===== src/rtl/mem_xfer_pkg.sv =====
// Shared types and sizing helpers for the mem_xfer_fsm sequencing engine.
package mem_xfer_pkg;

    typedef enum logic [1:0] {
        MODE_COPY   = 2'd0,
        MODE_FILL   = 2'd1,
        MODE_INVERT = 2'd2
    } mode_t;

    typedef enum logic [2:0] {
        ST_IDLE,
        ST_RD,
        ST_WAIT,
        ST_WR,
        ST_DONE
    } state_t;

    localparam int PKG_DATA_W     = 32;
    localparam int BYTES_PER_WORD = PKG_DATA_W / 8;

    // Modules carry their own DATA_W parameter, so the stride is derived per instance.
    function automatic int bytes_per_word(input int data_w);
        return data_w / 8;
    endfunction

endpackage


===== src/rtl/mem_xfer_agu.sv =====
// Address generator: holds source/destination bases, word index and length,
// and presents current/next word addresses plus the last-word flag.
module mem_xfer_agu
    import mem_xfer_pkg::*;
#(
    parameter int DATA_W = 32,
    parameter int ADDR_W = 32,
    parameter int LEN_W  = 8
) (
    input  logic              clk,
    input  logic              rst,
    input  logic              load,
    input  logic              step,
    input  logic [ADDR_W-1:0] src_base,
    input  logic [ADDR_W-1:0] dst_base,
    input  logic [LEN_W-1:0]  count,
    output logic [ADDR_W-1:0] src_cur,
    output logic [ADDR_W-1:0] dst_cur,
    output logic [ADDR_W-1:0] src_next,
    output logic [ADDR_W-1:0] dst_next,
    output logic              last
);

    localparam logic [ADDR_W-1:0] STRIDE = ADDR_W'(bytes_per_word(DATA_W));

    logic [ADDR_W-1:0] src_reg;
    logic [ADDR_W-1:0] dst_reg;
    logic [LEN_W-1:0]  len_reg;
    logic [LEN_W-1:0]  idx_reg;
    logic [LEN_W:0]    idx_inc;
    logic [ADDR_W-1:0] cur_off;
    logic [ADDR_W-1:0] next_off;

    always_ff @(posedge clk or posedge rst) begin
        if (rst) begin
            src_reg <= '0;
            dst_reg <= '0;
            len_reg <= '0;
            idx_reg <= '0;
        end else if (load) begin
            src_reg <= src_base;
            dst_reg <= dst_base;
            len_reg <= count;
            idx_reg <= '0;
        end else if (step) begin
            idx_reg <= idx_reg + 1'b1;
        end
    end

    // Extra bit keeps the compare correct when len is the maximum count.
    assign idx_inc  = {1'b0, idx_reg} + {{LEN_W{1'b0}}, 1'b1};
    assign last     = (idx_inc == {1'b0, len_reg});

    // Address arithmetic wraps silently modulo 2^ADDR_W.
    assign cur_off  = ADDR_W'(idx_reg) * STRIDE;
    assign next_off = cur_off + STRIDE;
    assign src_cur  = src_reg + cur_off;
    assign dst_cur  = dst_reg + cur_off;
    assign src_next = src_reg + next_off;
    assign dst_next = dst_reg + next_off;

endmodule


===== src/rtl/mem_xfer_fsm.sv =====
// Memory sequencing engine: COPY, FILL or in-place INVERT over a word range.
// Optional MEM_XFER_CHECKSUM_EN builds a running sum of written words.
module mem_xfer_fsm
    import mem_xfer_pkg::*;
#(
    parameter int DATA_W = 32,
    parameter int ADDR_W = 32,
    parameter int LEN_W  = 8
) (
    input  logic              clk,
    input  logic              rst,
    input  logic              start,
    input  logic [1:0]        mode,
    input  logic [ADDR_W-1:0] src_addr,
    input  logic [ADDR_W-1:0] dst_addr,
    input  logic [LEN_W-1:0]  len,
    input  logic [DATA_W-1:0] pattern,
    output logic              busy,
    output logic              done,
    output logic              wr_en,
    output logic [ADDR_W-1:0] addr,
    output logic [DATA_W-1:0] data_out,
    input  logic [DATA_W-1:0] data_in,
    output logic [DATA_W-1:0] checksum
);

    state_t            state;
    mode_t             mode_reg;
    logic [DATA_W-1:0] pattern_reg;
    logic              accept;
    logic              reserved_mode;
    logic [ADDR_W-1:0] src_cur;
    logic [ADDR_W-1:0] dst_cur;
    logic [ADDR_W-1:0] src_next;
    logic [ADDR_W-1:0] dst_next;
    logic              last;

    assign accept        = (state == ST_IDLE) && start;
    assign reserved_mode = (mode == 2'd3);

    mem_xfer_agu #(
        .DATA_W (DATA_W),
        .ADDR_W (ADDR_W),
        .LEN_W  (LEN_W)
    ) u_agu (
        .clk      (clk),
        .rst      (rst),
        .load     (accept),
        .step     (state == ST_WR),
        .src_base (src_addr),
        .dst_base (dst_addr),
        .count    (len),
        .src_cur  (src_cur),
        .dst_cur  (dst_cur),
        .src_next (src_next),
        .dst_next (dst_next),
        .last     (last)
    );

    always_ff @(posedge clk or posedge rst) begin
        if (rst) begin
            state       <= ST_IDLE;
            mode_reg    <= MODE_FILL;
            pattern_reg <= '0;
            busy        <= 1'b0;
            done        <= 1'b0;
            wr_en       <= 1'b0;
            addr        <= '0;
            data_out    <= '0;
        end else begin
            done <= 1'b0;
            case (state)
                ST_IDLE: begin
                    if (start) begin
                        busy        <= 1'b1;
                        // Reserved mode behaves as a FILL of zeros.
                        mode_reg    <= reserved_mode ? MODE_FILL : mode_t'(mode);
                        pattern_reg <= reserved_mode ? '0 : pattern;
                        if (len == '0) begin
                            state <= ST_DONE;
                            done  <= 1'b1;
                        end else if (mode == MODE_COPY || mode == MODE_INVERT) begin
                            state <= ST_RD;
                            wr_en <= 1'b0;
                            addr  <= src_addr;
                        end else begin
                            state    <= ST_WR;
                            wr_en    <= 1'b1;
                            addr     <= dst_addr;
                            data_out <= reserved_mode ? '0 : pattern;
                        end
                    end
                end
                ST_RD: begin
                    state <= ST_WAIT;
                end
                ST_WAIT: begin
                    // data_out doubles as the captured-word register.
                    state <= ST_WR;
                    wr_en <= 1'b1;
                    if (mode_reg == MODE_INVERT) begin
                        addr     <= src_cur;
                        data_out <= ~data_in;
                    end else begin
                        addr     <= dst_cur;
                        data_out <= data_in;
                    end
                end
                ST_WR: begin
                    if (last) begin
                        state <= ST_DONE;
                        wr_en <= 1'b0;
                        done  <= 1'b1;
                    end else if (mode_reg == MODE_FILL) begin
                        addr     <= dst_next;
                        data_out <= pattern_reg;
                    end else begin
                        state <= ST_RD;
                        wr_en <= 1'b0;
                        addr  <= src_next;
                    end
                end
                ST_DONE: begin
                    state <= ST_IDLE;
                    busy  <= 1'b0;
                end
                default: begin
                    state <= ST_IDLE;
                    busy  <= 1'b0;
                    wr_en <= 1'b0;
                end
            endcase
        end
    end

`ifdef MEM_XFER_CHECKSUM_EN
    logic [DATA_W-1:0] sum_reg;

    always_ff @(posedge clk or posedge rst) begin
        if (rst) begin
            sum_reg <= '0;
        end else if (accept) begin
            sum_reg <= '0;
        end else if (wr_en) begin
            sum_reg <= sum_reg + data_out;
        end
    end

    assign checksum = sum_reg;
`else
    assign checksum = '0;
`endif

endmodule


===== config.mk =====
export PLATFORM = sky130hd
export DESIGN_NAME = mem_xfer_fsm
export DESIGN_NICKNAME = d
export VERILOG_FILES = /design/src/rtl/mem_xfer_pkg.sv /design/src/rtl/mem_xfer_agu.sv /design/src/rtl/mem_xfer_fsm.sv
export SDC_FILE = /design/constraint.sdc
export NUM_CORES = 1
export LEC_CHECK = 0
export CORE_MARGIN = 2
export CORE_UTILIZATION = 45
export DETAILED_ROUTE_END_ITERATION = 8
export PLACE_DENSITY_LB_ADDON = 0.12
export SYNTH_ARGS = -nofsm -noshare
export SYNTH_HDL_FRONTEND = slang
export SYNTH_SLANG_ARGS = --single-unit

===== constraint.sdc =====
create_clock -name clk -period 7.7 [get_ports clk]
set_clock_uncertainty 0.2 [all_clocks]
set_input_delay 2.31 -clock clk [delete_from_list [all_inputs] [get_ports clk]]
set_output_delay 2.31 -clock clk [all_outputs]
set_load 0.02 [all_outputs]

==> results by group <==
Synth
  • Area contributors post-synth: dfrtp_1 38%, mux2_2 11%, nand2_1 7.6%
  • Post-synth EDFFs: 0
  • Synth Instances: ~1,300
  • Synth top cells by count: 244 x nand2_1, 183 x dfrtp_1, 145 x o21ai_0
  • Top-count cell post-synth: nand2_1
  • Post-synth top area share: 0.380
  • Predominant post-synthesis flop cell: dfrtp_1
  • Synth unique cells: 74
  • Post-synthesis sequential area ratio: 0.382
  • Async S/R FF share, synth: 1.00
  • Netlist Area Pre-Place: 0.0120 mm²
  • Flop and latch count out of synthesis: between 150 and 200
  • Yosys warnings: 0
  • Syn_area_per_cell: 9.02 µm²
  • Post-synth top area cell: dfrtp_1

STA
  • Max-slew violations: 0
  • Worst Max-Slew Pin Slew: 1.15 ns
  • Worst slew margin: 0.235
  • Worst hold margin: about 0.28 ns
  • Fmax: between 150 and 200 MHz
  • Final setup vio count: 0
  • Tmin final: around 5.4 ns
  • RSZ-0062 raised after global routing: no
  • Final hold violation count: 0
  • Setup TNS: 0 ns
  • Final Cycle Share: 0.706
  • Final setup margin: roughly 2.3 ns

Cells and area
  • Final #Nets: about 1,700
  • Share of cells above drive strength 1: 0.128
  • Post-Layout Cell Count: between 1,500 and 2,000
  • Area grow syn2layout: 22.8%
  • Final instance area: ~0.015 mm²

Floorplan
  • Core box area: between 0.02 and 0.03 mm²
  • Die area: ~0.028 mm²
  • I/O pin count: 240
  • Die Y: 168 µm
  • FP Rows: between 50 and 60
  • Chip width: about 170 µm
  • Initial Utilization: 0.460

Clock network
  • Clock root buffer: clkbuf_16
  • Clk slew on worst S/H paths: 0.07 ns
  • H-tree levels: 4
  • Clk_lat worst skew: 0.46 ns
  • Clock Path Buffers: 2
  • Setup bufs post-CTS: 0
  • Cts bufs inserted: 17
  • CTS tree: built
  • Hold_buf cts: 0
  • Sink Count: between 150 and 200
  • Post_cts resized: 0

Critical path
  • Crit path DAT: 5.55 ns
  • Worst reg2reg setup slack: about 3.0 ns
  • Crit. End Element: flop
  • Setup CP Type: in -> reg
  • CP Launch Type: primary input
  • Worst Path Max Fanout: 43
  • Worst EP required: about 7.8 ns

Detailed routing
  • Vias per cell: 5.59
  • WL/cell: 18.8 µm
  • DRT antenna net count: 0
  • Drt initial violations: between 700 and 800
  • Final wirelength: 34,600 µm
  • Vias: around 10,000
  • DRC Markers: 0
  • Total iterations of the first detailed-routing run: 5

Global route
  • First-pass GRT wire length: approximately 54,000 µm
  • Vias in the first global route: roughly 9,900
  • Initial antenna violation count: 2
  • GRT Util Overall: 0.244
  • Total grt overflow: 0
  • Largest net degree at the start of global routing: 170

Placed design
  • DP Worst Slack: roughly 1.8 ns
  • DP HPWL: 23,800 µm
  • DP Cell Count: between 1,500 and 2,000
  • Post-DP Area: 0.0142 mm²
  • Final GP Congestion: 0.859
  • Buffers added on ports: 207

Pwr
  • Pleak: approximately 6.3 nW
  • PwrDens: roughly 430 mW/mm²
  • VDD IR max: 0.000195 V

Min path
  • Worst hold path class: reg -> reg

Status
  • Result of the run: completed

Job
  • Max-Cap Viols: 0
## routing by layer
layer | GRT usage | routed length, µm | vias up
li1 | - | - | 4948
met1 | 0.341 | 16000 | 4934
met2 | 0.384 | 15900 | 346
met3 | 0.0385 | 1720 | 54
met4 | 0.0873 | 1040 | 0
met5 | 0 | 0 | -
## layout by cell type, fill, tap and decap left out, types with 6 or more instances in the layout
cell type,count
conb_1,32
ha_1,18
o31ai_1,7
nor2_1,63
inv_1,15
a21oi_1,44
mux2i_1,73
dfrtp_1,182
clkdlybuf4s50_1,206
o21ai_0,145
clkbuf_16,17
mux2_2,117
nor4_1,8
nand2b_1,6
nand3_1,27
o22ai_1,13
xnor2_1,59
buf_4,17
a31oi_1,20
nand2_1,244
and2_1,6
a211oi_1,9
nor3_1,12
and3_1,11
or3_1,10
xor2_1,17
## power breakdown
part           internal [mW]  switching, mW  leakage (nW)
Sequential              1.44          0.434          2.26
Clock                  0.445          0.454         0.293
Combinational           1.60           1.91          3.79
## worst max-delay path, stage by stage
cell	delay (ns)
clkdlybuf4s50_1	0.42
nor4_1	0.30
nand2_1	0.18
and2_1	0.23
o21a_1	0.22
a21oi_2	0.84
inv_2	0.62
mux2i_1	0.33
o31ai_2	0.09
## stage by stage
stage | util | power, mW
global placement | 0.542 | 5.32
floorplan | - | 4.33
CTS | 0.564 | 6.30
global route | 0.565 | 6.74
detailed placement | 0.542 | 5.39
finish | 0.565 | 6.29
## worst paths after layout
check / depth (start not counted) / end / from
max: 9 / addr[29]$_DFFE_PP0P_ / len[3]
min: 2 / pattern_reg[18]$_DFFE_PP0P_ / pattern_reg[18]$_DFFE_PP0P_
max reg2reg: 10 / addr[29]$_DFFE_PP0P_ / u_agu.idx_reg[0]$_DFFE_PP0P_
min reg2reg: 2 / pattern_reg[18]$_DFFE_PP0P_ / pattern_reg[18]$_DFFE_PP0P_
max in group asynchronous: 3 / state[0]$_DFFE_PP0P_ / rst
min in group asynchronous: 2 / data_out[6]$_DFFE_PP0P_ / rst
## cells by family (layout without fill, tap and decap cells)
group,after synthesis,count (layout),share of synthesized area
simple gates,426,426,0.160
compound gates,296,296,0.147
mux,194,194,0.176
flops,184,184,0.382
buf+inv,139,274,0.0571
xor+xnor,76,76,0.0552
fa+ha+maj,20,20,0.0220
other cells,1,34,0.000311
## final cells by class
cell class                 count  area, µm²
inverter                      17       68.8
fill                        2389      11400
timing repair buffer         225       2210
tap                          335        419
multi-input combinational   1044       6890
sequential                   184       4610
antenna                        2       5.00
clock buffer                  18        439
clock inverter                14        154
Note: power is estimated with default switching activity, not from simulation.
